==> src/rtl/minisrc_control_unit.sv <==
// Multi-cycle control sequencer for the MiniSRC datapath: walks each instruction
// through FETCH/DECODE/EXECUTE/MEMORY/WRITEBACK and drives every datapath control line.
module minisrc_control_unit #(
    parameter int unsigned STALL_LIMIT = 0
) (
    input  logic        iClk,
    input  logic        nRst,
    input  logic [31:0] ir,
    input  logic        alu_zero,
    input  logic        rz_b31,
    input  logic        imem_ready,
    input  logic        mem_ready,
    output logic        instruction_mem_read,
    output logic        mem_read,
    output logic        mem_write,
    output logic        ir_enable,
    output logic        ra_enable,
    output logic        rb_enable,
    output logic        rz0_enable,
    output logic        rz1_enable,
    output logic        rlo_enable,
    output logic        rm_enable,
    output logic        ry_enable,
    output logic        rpc_enable,
    output logic        rpc_temp_enable,
    output logic        rf_write,
    output logic        mb_select,
    output logic        minc_select,
    output logic        mpc_select,
    output logic [1:0]  mc_select,
    output logic [2:0]  my_select,
    output logic [3:0]  alu_control,
    output logic        halted,
    output logic        illegal_op,
    output logic        bus_error
);

    typedef enum logic [2:0] {
        IDLE,
        FETCH,
        DECODE,
        EXECUTE,
        MEMORY,
        WRITEBACK,
        HALT
    } state_t;

    localparam logic [4:0] OP_LD   = 5'b00000;
    localparam logic [4:0] OP_ST   = 5'b00010;
    localparam logic [4:0] OP_ADD  = 5'b00011;
    localparam logic [4:0] OP_SUB  = 5'b00100;
    localparam logic [4:0] OP_AND  = 5'b00101;
    localparam logic [4:0] OP_OR   = 5'b00110;
    localparam logic [4:0] OP_ADDI = 5'b01100;
    localparam logic [4:0] OP_ANDI = 5'b01101;
    localparam logic [4:0] OP_ORI  = 5'b01110;
    localparam logic [4:0] OP_DIV  = 5'b01111;
    localparam logic [4:0] OP_MUL  = 5'b10000;
    localparam logic [4:0] OP_BR   = 5'b10011;
    localparam logic [4:0] OP_JR   = 5'b10100;
    localparam logic [4:0] OP_JAL  = 5'b10101;
    localparam logic [4:0] OP_MFHI = 5'b11000;
    localparam logic [4:0] OP_MFLO = 5'b11001;
    localparam logic [4:0] OP_NOP  = 5'b11010;
    localparam logic [4:0] OP_HALT = 5'b11011;

    localparam logic [3:0] ALU_ADD = 4'd0;
    localparam logic [3:0] ALU_SUB = 4'd1;
    localparam logic [3:0] ALU_OR  = 4'd2;
    localparam logic [3:0] ALU_AND = 4'd3;
    localparam logic [3:0] ALU_DIV = 4'd4;
    localparam logic [3:0] ALU_MUL = 4'd5;

    state_t      state, state_next;
    logic [31:0] stall_cnt;
    logic        z_q;
    logic        bus_error_q;

    logic [4:0]  op;
    logic [1:0]  cond;
    logic        unused_ir_bits;

    logic is_rtype, is_imm, is_ld, is_st, is_muldiv, is_br;
    logic is_jr, is_jal, is_mfhi, is_mflo, is_nop, is_halt;
    logic supported, writes_ry, is_mem_op;
    logic stall_active, stall_timeout, branch_taken;
    logic [3:0] alu_op;

    assign op             = ir[31:27];
    assign cond           = ir[20:19];
    assign unused_ir_bits = ^{ir[26:21], ir[18:0]};

    // Opcode classification shared by the next-state and output logic
    always_comb begin
        is_rtype  = (op == OP_ADD) || (op == OP_SUB) || (op == OP_AND) || (op == OP_OR);
        is_imm    = (op == OP_ADDI) || (op == OP_ANDI) || (op == OP_ORI);
        is_ld     = (op == OP_LD);
        is_st     = (op == OP_ST);
        is_muldiv = (op == OP_MUL) || (op == OP_DIV);
        is_br     = (op == OP_BR);
        is_jr     = (op == OP_JR);
        is_jal    = (op == OP_JAL);
        is_mfhi   = (op == OP_MFHI);
        is_mflo   = (op == OP_MFLO);
        is_nop    = (op == OP_NOP);
        is_halt   = (op == OP_HALT);
        is_mem_op = is_ld || is_st;
        writes_ry = is_rtype || is_imm || is_ld || is_mfhi || is_mflo || is_jal;
        supported = is_rtype || is_imm || is_mem_op || is_muldiv || is_br ||
                    is_jr || is_jal || is_mfhi || is_mflo || is_nop || is_halt;
    end

    always_comb begin
        alu_op = ALU_ADD;
        case (op)
            OP_SUB:          alu_op = ALU_SUB;
            OP_OR, OP_ORI:   alu_op = ALU_OR;
            OP_AND, OP_ANDI: alu_op = ALU_AND;
            OP_DIV:          alu_op = ALU_DIV;
            OP_MUL:          alu_op = ALU_MUL;
            default:         alu_op = ALU_ADD;
        endcase
    end

    // Branch condition uses the zero flag captured in EXECUTE, sign bit live from RZ
    always_comb begin
        branch_taken = 1'b0;
        case (cond)
            2'b00: branch_taken = z_q;
            2'b01: branch_taken = !z_q;
            2'b10: branch_taken = !rz_b31 && !z_q;
            2'b11: branch_taken = rz_b31;
            default: branch_taken = 1'b0;
        endcase
    end

    always_comb begin
        stall_active = ((state == FETCH) && !imem_ready) ||
                       ((state == MEMORY) && is_mem_op && !mem_ready);
        stall_timeout = (STALL_LIMIT != 0) && stall_active &&
                        ((stall_cnt + 32'd1) == STALL_LIMIT);
    end

    always_ff @(posedge iClk or negedge nRst) begin
        if (!nRst) begin
            state       <= IDLE;
            stall_cnt   <= '0;
            z_q         <= 1'b0;
            bus_error_q <= 1'b0;
        end else begin
            state <= state_next;
            if (stall_active && !stall_timeout && (stall_cnt != '1)) begin
                stall_cnt <= stall_cnt + 32'd1;
            end else if (!stall_active || stall_timeout) begin
                stall_cnt <= '0;
            end
            if ((state == EXECUTE) && is_br) begin
                z_q <= alu_zero;
            end
            if (stall_timeout) begin
                bus_error_q <= 1'b1;
            end
        end
    end

    always_comb begin
        state_next = state;
        case (state)
            IDLE: state_next = FETCH;
            FETCH: begin
                if (stall_timeout) begin
                    state_next = HALT;
                end else if (imem_ready) begin
                    state_next = DECODE;
                end
            end
            DECODE: begin
                if (is_halt) begin
                    state_next = HALT;
                end else if (!supported) begin
                    state_next = FETCH;
                end else begin
                    state_next = EXECUTE;
                end
            end
            EXECUTE: state_next = MEMORY;
            MEMORY: begin
                if (stall_timeout) begin
                    state_next = HALT;
                end else if (!is_mem_op || mem_ready) begin
                    state_next = WRITEBACK;
                end
            end
            WRITEBACK: state_next = FETCH;
            HALT:      state_next = HALT;
            default:   state_next = IDLE;
        endcase
    end

    // Every control line defaults low; each state raises only what it needs
    always_comb begin
        instruction_mem_read = 1'b0;
        mem_read             = 1'b0;
        mem_write            = 1'b0;
        ir_enable            = 1'b0;
        ra_enable            = 1'b0;
        rb_enable            = 1'b0;
        rz0_enable           = 1'b0;
        rz1_enable           = 1'b0;
        rlo_enable           = 1'b0;
        rm_enable            = 1'b0;
        ry_enable            = 1'b0;
        rpc_enable           = 1'b0;
        rpc_temp_enable      = 1'b0;
        rf_write             = 1'b0;
        mb_select            = 1'b0;
        minc_select          = 1'b0;
        mpc_select           = 1'b0;
        mc_select            = 2'd0;
        my_select            = 3'd0;
        alu_control          = 4'd0;
        illegal_op           = 1'b0;
        halted               = (state == HALT);
        bus_error            = bus_error_q;

        case (state)
            FETCH: begin
                instruction_mem_read = 1'b1;
                if (imem_ready) begin
                    ir_enable   = 1'b1;
                    rpc_enable  = 1'b1;
                    minc_select = 1'b0;
                    mpc_select  = 1'b1;
                end
            end
            DECODE: begin
                ra_enable       = 1'b1;
                rb_enable       = 1'b1;
                rpc_temp_enable = 1'b1;
                illegal_op      = !supported;
            end
            EXECUTE: begin
                alu_control = alu_op;
                if (is_rtype) begin
                    rz0_enable = 1'b1;
                end
                if (is_imm || is_mem_op || is_br) begin
                    mb_select  = 1'b1;
                    rz0_enable = 1'b1;
                end
                if (is_st) begin
                    rm_enable = 1'b1;
                end
                if (is_muldiv) begin
                    rz1_enable = 1'b1;
                    rlo_enable = 1'b1;
                end
            end
            MEMORY: begin
                if (is_ld) begin
                    mem_read = 1'b1;
                    if (mem_ready) begin
                        my_select = 3'd2;
                        ry_enable = 1'b1;
                    end
                end
                if (is_st) begin
                    mem_write = 1'b1;
                end
                if (is_rtype || is_imm) begin
                    my_select = 3'd0;
                    ry_enable = 1'b1;
                end
                if (is_mfhi) begin
                    my_select = 3'd1;
                    ry_enable = 1'b1;
                end
                if (is_mflo) begin
                    my_select = 3'd3;
                    ry_enable = 1'b1;
                end
                if (is_jal) begin
                    my_select  = 3'd4;
                    ry_enable  = 1'b1;
                    rpc_enable = 1'b1;
                    mpc_select = 1'b0;
                end
                if (is_jr) begin
                    rpc_enable = 1'b1;
                    mpc_select = 1'b0;
                end
                if (is_br && branch_taken) begin
                    rpc_enable  = 1'b1;
                    minc_select = 1'b1;
                    mpc_select  = 1'b1;
                end
            end
            WRITEBACK: begin
                rf_write  = writes_ry;
                mc_select = is_jal ? 2'd3 : 2'd0;
            end
            default: begin
            end
        endcase
    end

endmodule

==> config.mk <==
export PLATFORM = sky130hd
export DESIGN_NAME = minisrc_control_unit
export DESIGN_NICKNAME = d
export VERILOG_FILES = /design/src/rtl/minisrc_control_unit.sv
export SDC_FILE = /design/constraint.sdc
export NUM_CORES = 1
export LEC_CHECK = 0
export BUFFER_PORTS_ARGS = -buffer_cell sky130_fd_sc_hd__buf_4
export CAP_MARGIN = 5
export CELL_PAD_IN_SITES_DETAIL_PLACEMENT = 1
export CELL_PAD_IN_SITES_GLOBAL_PLACEMENT = 1
export CORE_ASPECT_RATIO = 1.1
export CORE_MARGIN = 1
export CORE_UTILIZATION = 23
export CTS_BUF_LIST = sky130_fd_sc_hd__clkbuf_16
export CTS_CLUSTER_SIZE = 28
export DETAILED_ROUTE_END_ITERATION = 6
export HOLD_SLACK_MARGIN = 0.05
export PLACE_DENSITY_LB_ADDON = 0.1
export SLEW_MARGIN = 5
export SYNTH_ARGS = -nofsm -noshare
export SYNTH_HDL_FRONTEND = slang
export SYNTH_SLANG_ARGS = --single-unit
==> constraint.sdc <==
create_clock -name iClk -period 4 [get_ports iClk]
set_input_delay 0.8 -clock iClk [delete_from_list [all_inputs] [get_ports iClk]]
set_output_delay 0.8 -clock iClk [all_outputs]
set_load 0.01 [all_outputs]
# Yosys cells after proc, flatten, opt, wreduce, memory -nomap -nowiden
# Cells that the tools add are included.
# op_classes
n_eq_ne	28
n_mux	49
reduce_logical	38
# ops
cell	n
$eq 5x5->1 const B	8
$mux 1	30
$logic_or 1x1->1	24
$mux 3	8
$eq 5x4->1 const B	4
$pmux 3 s6	1
$eq 5x3->1 const B	3
$pmux 3 s5	1
$eq 5x2->1 const B	2
$mux 2	5
$eq 3x3->1 const B	3
$eq 3x2->1 const B	2
$reduce_or 2->1	3
$logic_not 5->1	1
$eq 2x2->1 const B	2
$logic_not 1->1	4
$mux 4	1
$pmux 1 s2	2
$pmux 1 s4	1
$eq 3x1->1 const B	1
$logic_and 1x1->1	3
$logic_not 3->1	1
$eq 2x1->1 const B	1
$logic_not 2->1	1
other kinds (3)	3
# word_totals
ff_bits	4
inputBits	38
out_inout_bits	29
wordCells	117

# Logic depth before layout (Yosys ltp)
# Gate-level depths: netlist of run 1.
# logic_depth
word_depth	17
mapped_depth	6
ltp_nobuf	4

# Worst setup path before layout of run 1
# No wires, ideal clock.
# synth_timing
path_kind	input-to-output
from	in ir[29]
to	out mb_select
arrival_time_ns	1.852
t_required_ns	3.200
setup_slack_ns	1.348
stages	4
path_buffers	1
path_cell_list	clkbuf_1 > nor2b_1 > or4_1 > a31oi_1
# synth_via
elab_chain_len	7
elab_cells_between_ends	13
cone_classes	eq/ne (5); mux (2); reduce/logical (6)
# synth_lines
element	line	text
from (decl)	8	input logic [31:0] ir,
$eq 5x4->1	96	is_imm = (op == OP_ADDI) || (op == OP_ANDI) || (op == OP_ORI);
$logic_or 1x1->1 (2 in a row)	96	
$logic_or 1x1->1	247	if (is_imm || is_mem_op || is_br) begin
$logic_or 1x1->1 *	247	
$mux 1 *	247	
$mux 1 *	226	case (state)
to (decl)	27	output logic mb_select,
# Every way passes the cells marked *; elsewhere a longest branch is shown, timed or not.

# Worst setup path in the final report of run 1
# layout_timing
from	in ir[27]
to	out rpc_enable
# layout_via
elab_chain_len	5
elab_cells_between_ends	8
cone_classes	eq/ne (3); mux (4); reduce/logical (1)
# layout_lines
element	line	text
$eq 5x5->1	102	is_jal = (op == OP_JAL);
$mux 1	282	if (is_jal) begin
$mux 1	288	if (is_jr) begin
$mux 1 *	292	if (is_br && branch_taken) begin
$pmux 1 s2 *	226	
to (decl)	24	output logic rpc_enable,
# Marks and branches as above.

==> flow_summary.yaml, run 1 <==
global_route:
  grt_use_total: 0.150
  grt_pass1_vias: 778
  antenna_found_initial: 0
  grt_pass1_wl_um: 3600
  grt_max_degree: 17
  gr-total-overflow: 0
pwr:
  p_per_area_nw_per_um2: 450
  peakVddDrop_mv: 0.294
  swShare: 0.376
  p_sw_w: 0.000176
  clkPwrFrac: 0.322
  seqPwrFrac: 0.198
  pwr-share-comb: 0.480
  p_leak_nw: 0.490
  internal-power_w: 0.000292
worst_setup_path:
  slowest_delay_ns: 0.43
  cp.buffers_inverters: 2
  endpoint_kind: "primary output"
  critPathKind: "in -> out"
  path_cells: "buf_4 > nand2_1 > or3_4 > a2111o_1 > nand3_1 > buf_4"
  r2r_slack_ns: 2.48
  worst_setup_path_startpoint: "ir[27]"
  arrival_ns: 2.21
  critPathRequiredTime_ns: 3.20
  slowest_stage: "a2111o_1"
  crit_family: "simple AND/OR/NAND/NOR gates"
  crit_path_frequent_cell: "buf_4"
  crit_fanout: 16
  critical_path.startpoint_type: "input port"
  timing.rr.start: "state[2]$_DFFE_PN0P_"
final_layout:
  syn_to_final_growth_pct: 49.8
  nets: 183
  layout.cells.non_filler: 176
  drive_above_1_share: 0.308
  diodes: 0
  fin_util: 0.371
  fill_cells: 375
timing:
  rsz0062_at_grt: "no"
  whs_ns: 0.369
  drv_slew: 0
  setup_viol: 0
  period_share: 0.751
  finalHoldViolations: 0
  fin_crit_ns: 3.01
  max_freq_mhz: 333
  fin_setup_tns_ns: 0
  skew_ns: 0.00136
hold_path:
  min_path_type: "in -> async"
die:
  fp.coreArea_um2: 2800
  io_pins: 67
  initial_core_util: 0.247
  die_area_um2: 3240
  rows: 20
  die_w_um: 54.3
  die_y_um: 59.6
clocking:
  clk_pin_slew_worst_paths_ns: 0.03
  cts_tree: "done"
  cts_root_buf: "clkbuf_16"
  cts_buffer_depth: 2
  ctsHoldBuffers: 0
  cts_resized: 0
  cts_num_sinks: 4
  clk-insertion-delay-late_ns: 0.22
  post_cts_buffers: 0
  h-tree-depth: 1
  cts_inserted_buffers: 3
status:
  outcome: "finished clean"
route:
  viasPerCell: 5.00
  route.vias.total: 880
  wl_um: 2460
  drt_iter0_drc: 11
  ant_nets: 0
  drc_errors: 0
  dr.pass1.iters: 4
  wire_per_inst_um: 14.0
logic_synthesis:
  synthCells: 112
  syn_area_um2: 693
  synthXorXnorAreaFrac: 0.0126
  yosysWarningCount: 0
  synth.avg_cell_area_um2: 6.19
  synthAdderAreaFrac: 0
  synthMuxAreaShare: 0.0162
  synth_top_family_by_area: "simple AND/OR/NAND/NOR gates"
  yosys.area_share.simple: 0.444
  synth.distinct_cells: 34
  seq_area_frac_synth: 0.144
  ys_ff_latch: 4
  synth_compound_area_frac: 0.242
placement:
  place.gp.congestion: 0.772
  io_buffers: 39
  placed_cells: 173
  place_hpwl_um: 1900
job:
  drv_cap: 0
final timing paths:
kind                                         to  depth (start not counted)
max                                  rpc_enable                          6
min                             z_q$_DFFE_PN0P_                          1
max reg2reg                     z_q$_DFFE_PN0P_                          3
min reg2reg                     z_q$_DFFE_PN0P_                          1
max in group asynchronous  state[1]$_DFFE_PN0P_                          1
min in group iClk               z_q$_DFFE_PN0P_                          1
area by class of cell:
class                      count  area, µm²  area share
timing repair buffer          39        293       0.282
clock buffer                   3       75.1      0.0723
inverter                       7       26.3      0.0253
tap                           33       41.3      0.0398
multi-input combinational     90        503       0.484
sequential                     4        100      0.0964
cell usage after synthesis:
cell type | n | area share
or3_4 | 1 | 0.016
nor3b_1 | 1 | 0.011
mux2_1 | 1 | 0.016
nor4_1 | 3 | 0.027
o311a_1 | 1 | 0.014
a32oi_1 | 1 | 0.013
o21bai_1 | 1 | 0.011
or3b_1 | 1 | 0.013
o21ai_0 | 5 | 0.036
and2_1 | 1 | 0.0090
o32ai_1 | 1 | 0.013
nor2b_1 | 6 | 0.054
o211ai_1 | 1 | 0.011
nand3b_1 | 2 | 0.022
dfrtp_1 | 4 | 0.14
nand2_1 | 9 | 0.049
nor2_1 | 22 | 0.12
inv_1 | 7 | 0.038
o211a_1 | 1 | 0.014
o22ai_1 | 1 | 0.0090
or2_2 | 1 | 0.0090
a21oi_1 | 8 | 0.058
a2111o_1 | 1 | 0.016
or4_1 | 1 | 0.011
nand4b_1 | 2 | 0.025
nor3_1 | 3 | 0.022
buf_4 | 6 | 0.065
xnor2_1 | 1 | 0.013
nand2b_1 | 4 | 0.036
clkbuf_1 | 6 | 0.032
o31ai_1 | 1 | 0.011
conb_1 | 1 | 0.0054
nand3_1 | 3 | 0.022
a31oi_1 | 4 | 0.036
cell usage in the layout, fill, tap and decap left out:
| master | Yosys | final |
|---|---|---|
| a2111o_1 | 1 | 1 |
| a21oi_1 | 8 | 8 |
| a31oi_1 | 4 | 4 |
| a32oi_1 | 1 | 1 |
| and2_1 | 1 | 1 |
| buf_4 | 6 | 39 |
| clkbuf_16 | 0 | 3 |
| conb_1 | 1 | 2 |
| dfrtp_1 | 4 | 4 |
| inv_1 | 7 | 7 |
| mux2_1 | 1 | 1 |
| nand2_1 | 9 | 9 |
| nand2b_1 | 4 | 4 |
| nand3_1 | 3 | 3 |
| nand3b_1 | 2 | 2 |
| nand4b_1 | 2 | 2 |
| nor2_1 | 22 | 22 |
| nor2b_1 | 6 | 6 |
| nor3_1 | 3 | 3 |
| nor3b_1 | 1 | 1 |
| nor4_1 | 3 | 3 |
| o211a_1 | 1 | 1 |
| o211ai_1 | 1 | 1 |
| o21ai_0 | 5 | 5 |
| o21bai_1 | 1 | 1 |
| o22ai_1 | 1 | 1 |
| o311a_1 | 1 | 1 |
| o31ai_1 | 1 | 1 |
| o32ai_1 | 1 | 1 |
| or2_2 | 1 | 1 |
| or3_4 | 1 | 1 |
| or3b_1 | 1 | 1 |
| or4_1 | 1 | 1 |
| xnor2_1 | 1 | 1 |
metal layers:
layer	vias to the layer above	wire [µm]	global-route usage
met3	0	118	0.0333
met1	410	1170	0.203
li1	446	-	-
met4	0	0	0.0110
met2	24	1180	0.249
met5	-	0	0
kinds of logic (layout without fill, tap and decap cells):
logic type                Yosys count  after routing
and+or+nand+nor                    60             60
AOI/OAI and AO/OA                  26             26
buffers and inverters              19             49
DFF                                 4              4
other                               1              2
xor gates and xnor gates            1              1
muxes                               1              1
worst register-to-register path, delay by kind of cell (launching register included):
kind	cells	cell delay, ns
and+or+nand+nor	2	0.60
DFF	1	0.47
muxes	1	0.33
power by group through the flow:
stage / Clock [W] / Combinational (W) / Sequential [W]
floorplan: 0 / 0.000138 / 0.0000794
global placement: 0 / 0.000223 / 0.0000899
detailed placement: 0 / 0.000227 / 0.0000910
CTS: 0.000154 / 0.000229 / 0.0000920
global route: 0.000158 / 0.000247 / 0.0000964
finish: 0.000151 / 0.000224 / 0.0000927
sequential cells by signal, indices dropped and copies added (netlist names):
| signal | cells |
|---|---|
| state | 3 |
| z_q | 1 |
stage by stage:
stage	area, µm²	power (W)	setup WS (ns)
after floorplan	697	0.000217	1.35
after global placement	963	0.000313	0.997
after detailed placement	963	0.000318	0.994
after CTS	1040	0.000475	0.989
after global routing	1040	0.000501	0.938
final	1040	0.000468	0.995
Power figures use the tool's default switching activity.
==> run 2, diff against run 1 <==
--- a/config.mk
+++ b/config.mk
@@ -11,7 +11,7 @@
 export CELL_PAD_IN_SITES_GLOBAL_PLACEMENT = 1
 export CORE_ASPECT_RATIO = 1.1
 export CORE_MARGIN = 1
-export CORE_UTILIZATION = 23
+export CORE_UTILIZATION = 22
 export CTS_BUF_LIST = sky130_fd_sc_hd__clkbuf_16
 export CTS_CLUSTER_SIZE = 28
 export DETAILED_ROUTE_END_ITERATION = 6
==> constraint.sdc (replaced) <==
create_clock -name iClk -period 3 [get_ports iClk]
set_input_delay 0.6 -clock iClk [delete_from_list [all_inputs] [get_ports iClk]]
set_output_delay 0.6 -clock iClk [all_outputs]
set_load 0.01 [all_outputs]
==> run 2 against run 1 <==
  * Worst setup slack got worse by 0.56 ns
  * Cell count increased by 0.57%
  * Cell area increased by 0.12%
  * Non-clock buffer count unchanged
  * Critical path depth unchanged
  * Die area increased by 4.4%
  * Sequential share of layout area about the same
  * Critical path type unchanged
==> flow_summary.yaml, run 2 (synthesis results as in run 1) <==
worst_setup_path:
  worst_setup_path_startpoint: "ir[27]"
  setup.worst_path.end: "rpc_enable"
  r2r_slack_ns: 1.45
  critPathKind: "in -> out"
  r2r_end: "z_q$_DFFE_PN0P_"
  critPathRequiredTime_ns: 2.40
  reg2reg_depth: 3
  crit_fanout: 16
  arrival_ns: 1.96
  endpoint_kind: "primary output"
  critical_path.startpoint_type: "input port"
  timing.rr.start: "state[2]$_DFFE_PN0P_"
route:
  drt_iter0_drc: 18
  wire_per_inst_um: 13.7
  route.vias.total: 894
  drc_errors: 0
  ant_nets: 0
  wl_um: 2430
  viasPerCell: 5.05
  dr.pass1.iters: 4
final_layout:
  top_regs: "state: 3 flops, z_q: 1 flops"
  fill_cells: 401
  most-common-layout-cells: "39 x buf_4, 22 x nor2_1, 9 x nand2_1, 8 x a21oi_1, 7 x inv_1"
  nets: 183
  drive_above_1_share: 0.308
  top_register: "state"
  stdcell_area_um2: 1040
  final_common_cell: "buf_4"
  diodes: 0
  largest_reg_flops: 3
  syn_to_final_growth_pct: 50.0
placement:
  place_hpwl_um: 1880
  place.gp.congestion: 0.751
  place_area_um2: 965
  io_buffers: 39
timing:
  fin_setup_tns_ns: 0
  finalHoldViolations: 0
  rsz0062_at_grt: "no"
  skew_ns: 0.000892
  drv_slew: 0
  period_share: 0.855
  max_freq_mhz: 390
  fin_crit_ns: 2.56
  setup_viol: 0
die:
  initial_core_util: 0.229
  rows: 21
  io_pins: 67
  die_y_um: 60.9
  die_w_um: 55.5
  die_area_um2: 3380
  fp.coreArea_um2: 3020
pwr:
  p_leak_nw: 0.490
  swShare: 0.377
  seqPwrFrac: 0.194
  internal-power_w: 0.000389
  p_sw_w: 0.000236
  p_per_area_nw_per_um2: 601
  pwr-share-comb: 0.476
  peakVddDrop_mv: 0.701
  clkPwrFrac: 0.329
clocking:
  cts_root_buf: "clkbuf_16"
  clk-insertion-delay-late_ns: 0.22
  clk_pin_slew_worst_paths_ns: 0.03
  cts_tree: "done"
  post_cts_buffers: 0
  cts_inserted_buffers: 3
  ctsHoldBuffers: 0
  cts_buffer_depth: 2
  h-tree-depth: 1
  cts_num_sinks: 4
  cts_resized: 0
global_route:
  grt_pass1_vias: 815
  grt_max_degree: 17
  grt_use_total: 0.145
  grt_pass1_wl_um: 3940
  antenna_found_initial: 0
  gr-total-overflow: 0
hold_path:
  min_path_type: "in -> async"
status:
  outcome: "finished clean"
job:
  drv_cap: 0
-- run 2: cell counts in the layout (fill, tap and decap cells not counted) --
No cell type changed its count.
-- run 2: worst min path at each step --
stage                     start                    to  slack (ns)
after floorplan            nRst  state[0]$_DFFE_PN0P_        0.30
after global placement     nRst       z_q$_DFFE_PN0P_        0.40
after detailed placement   nRst  state[2]$_DFFE_PN0P_        0.40
after CTS                  nRst  state[2]$_DFFE_PN0P_        0.17
after global routing       nRst  state[2]$_DFFE_PN0P_        0.17
final                      nRst  state[2]$_DFFE_PN0P_        0.17
-- run 2: layout make-up --
cell class,count,area (µm²),share of cell area
flip-flops and latches,4,100,0.0963
inverters,7,26.3,0.0253
repair buffers,39,293,0.282
well taps,34,42.5,0.0409
multi-input cells,90,503,0.484
clock buffers,3,75.1,0.0722
-- run 2: power groups by stage --
stage                     Sequential, W  Clock (W)  Combinational, W
after floorplan                0.000106          0          0.000184
after global routing           0.000127   0.000212          0.000331
after global placement         0.000118          0          0.000299
final                          0.000121   0.000206          0.000298
after CTS                      0.000120   0.000207          0.000304
after detailed placement       0.000120          0          0.000300
-- run 2: layer usage --
layer | vias up | global-route usage | share of wire
li1 | 449 | - | -
met1 | 425 | 0.190 | 0.46
met2 | 20 | 0.255 | 0.50
met3 | 0 | 0.0341 | 0.047
met4 | 0 | 0.0107 | 0
met5 | - | 0 | 0
-- run 2: metrics by stage --
stage               setup WS, ns  hold slack, ns  cells  total power [W]   util
global placement           0.435           0.396    174         0.000418  0.319
CTS                        0.429           0.167    177         0.000631  0.344
floorplan                  0.748           0.304    113         0.000290      -
global route               0.334           0.166    177         0.000671  0.344
detailed placement         0.431           0.399    174         0.000420  0.319
finish                     0.436           0.166    177         0.000625  0.344
-- run 2: worst max-delay path, stage by stage --
cell and delay (ns):
buf_4 0.18, nand2_1 0.14, or3_4 0.40, a2111o_1 0.43, nand3_1 0.08, buf_4 0.12
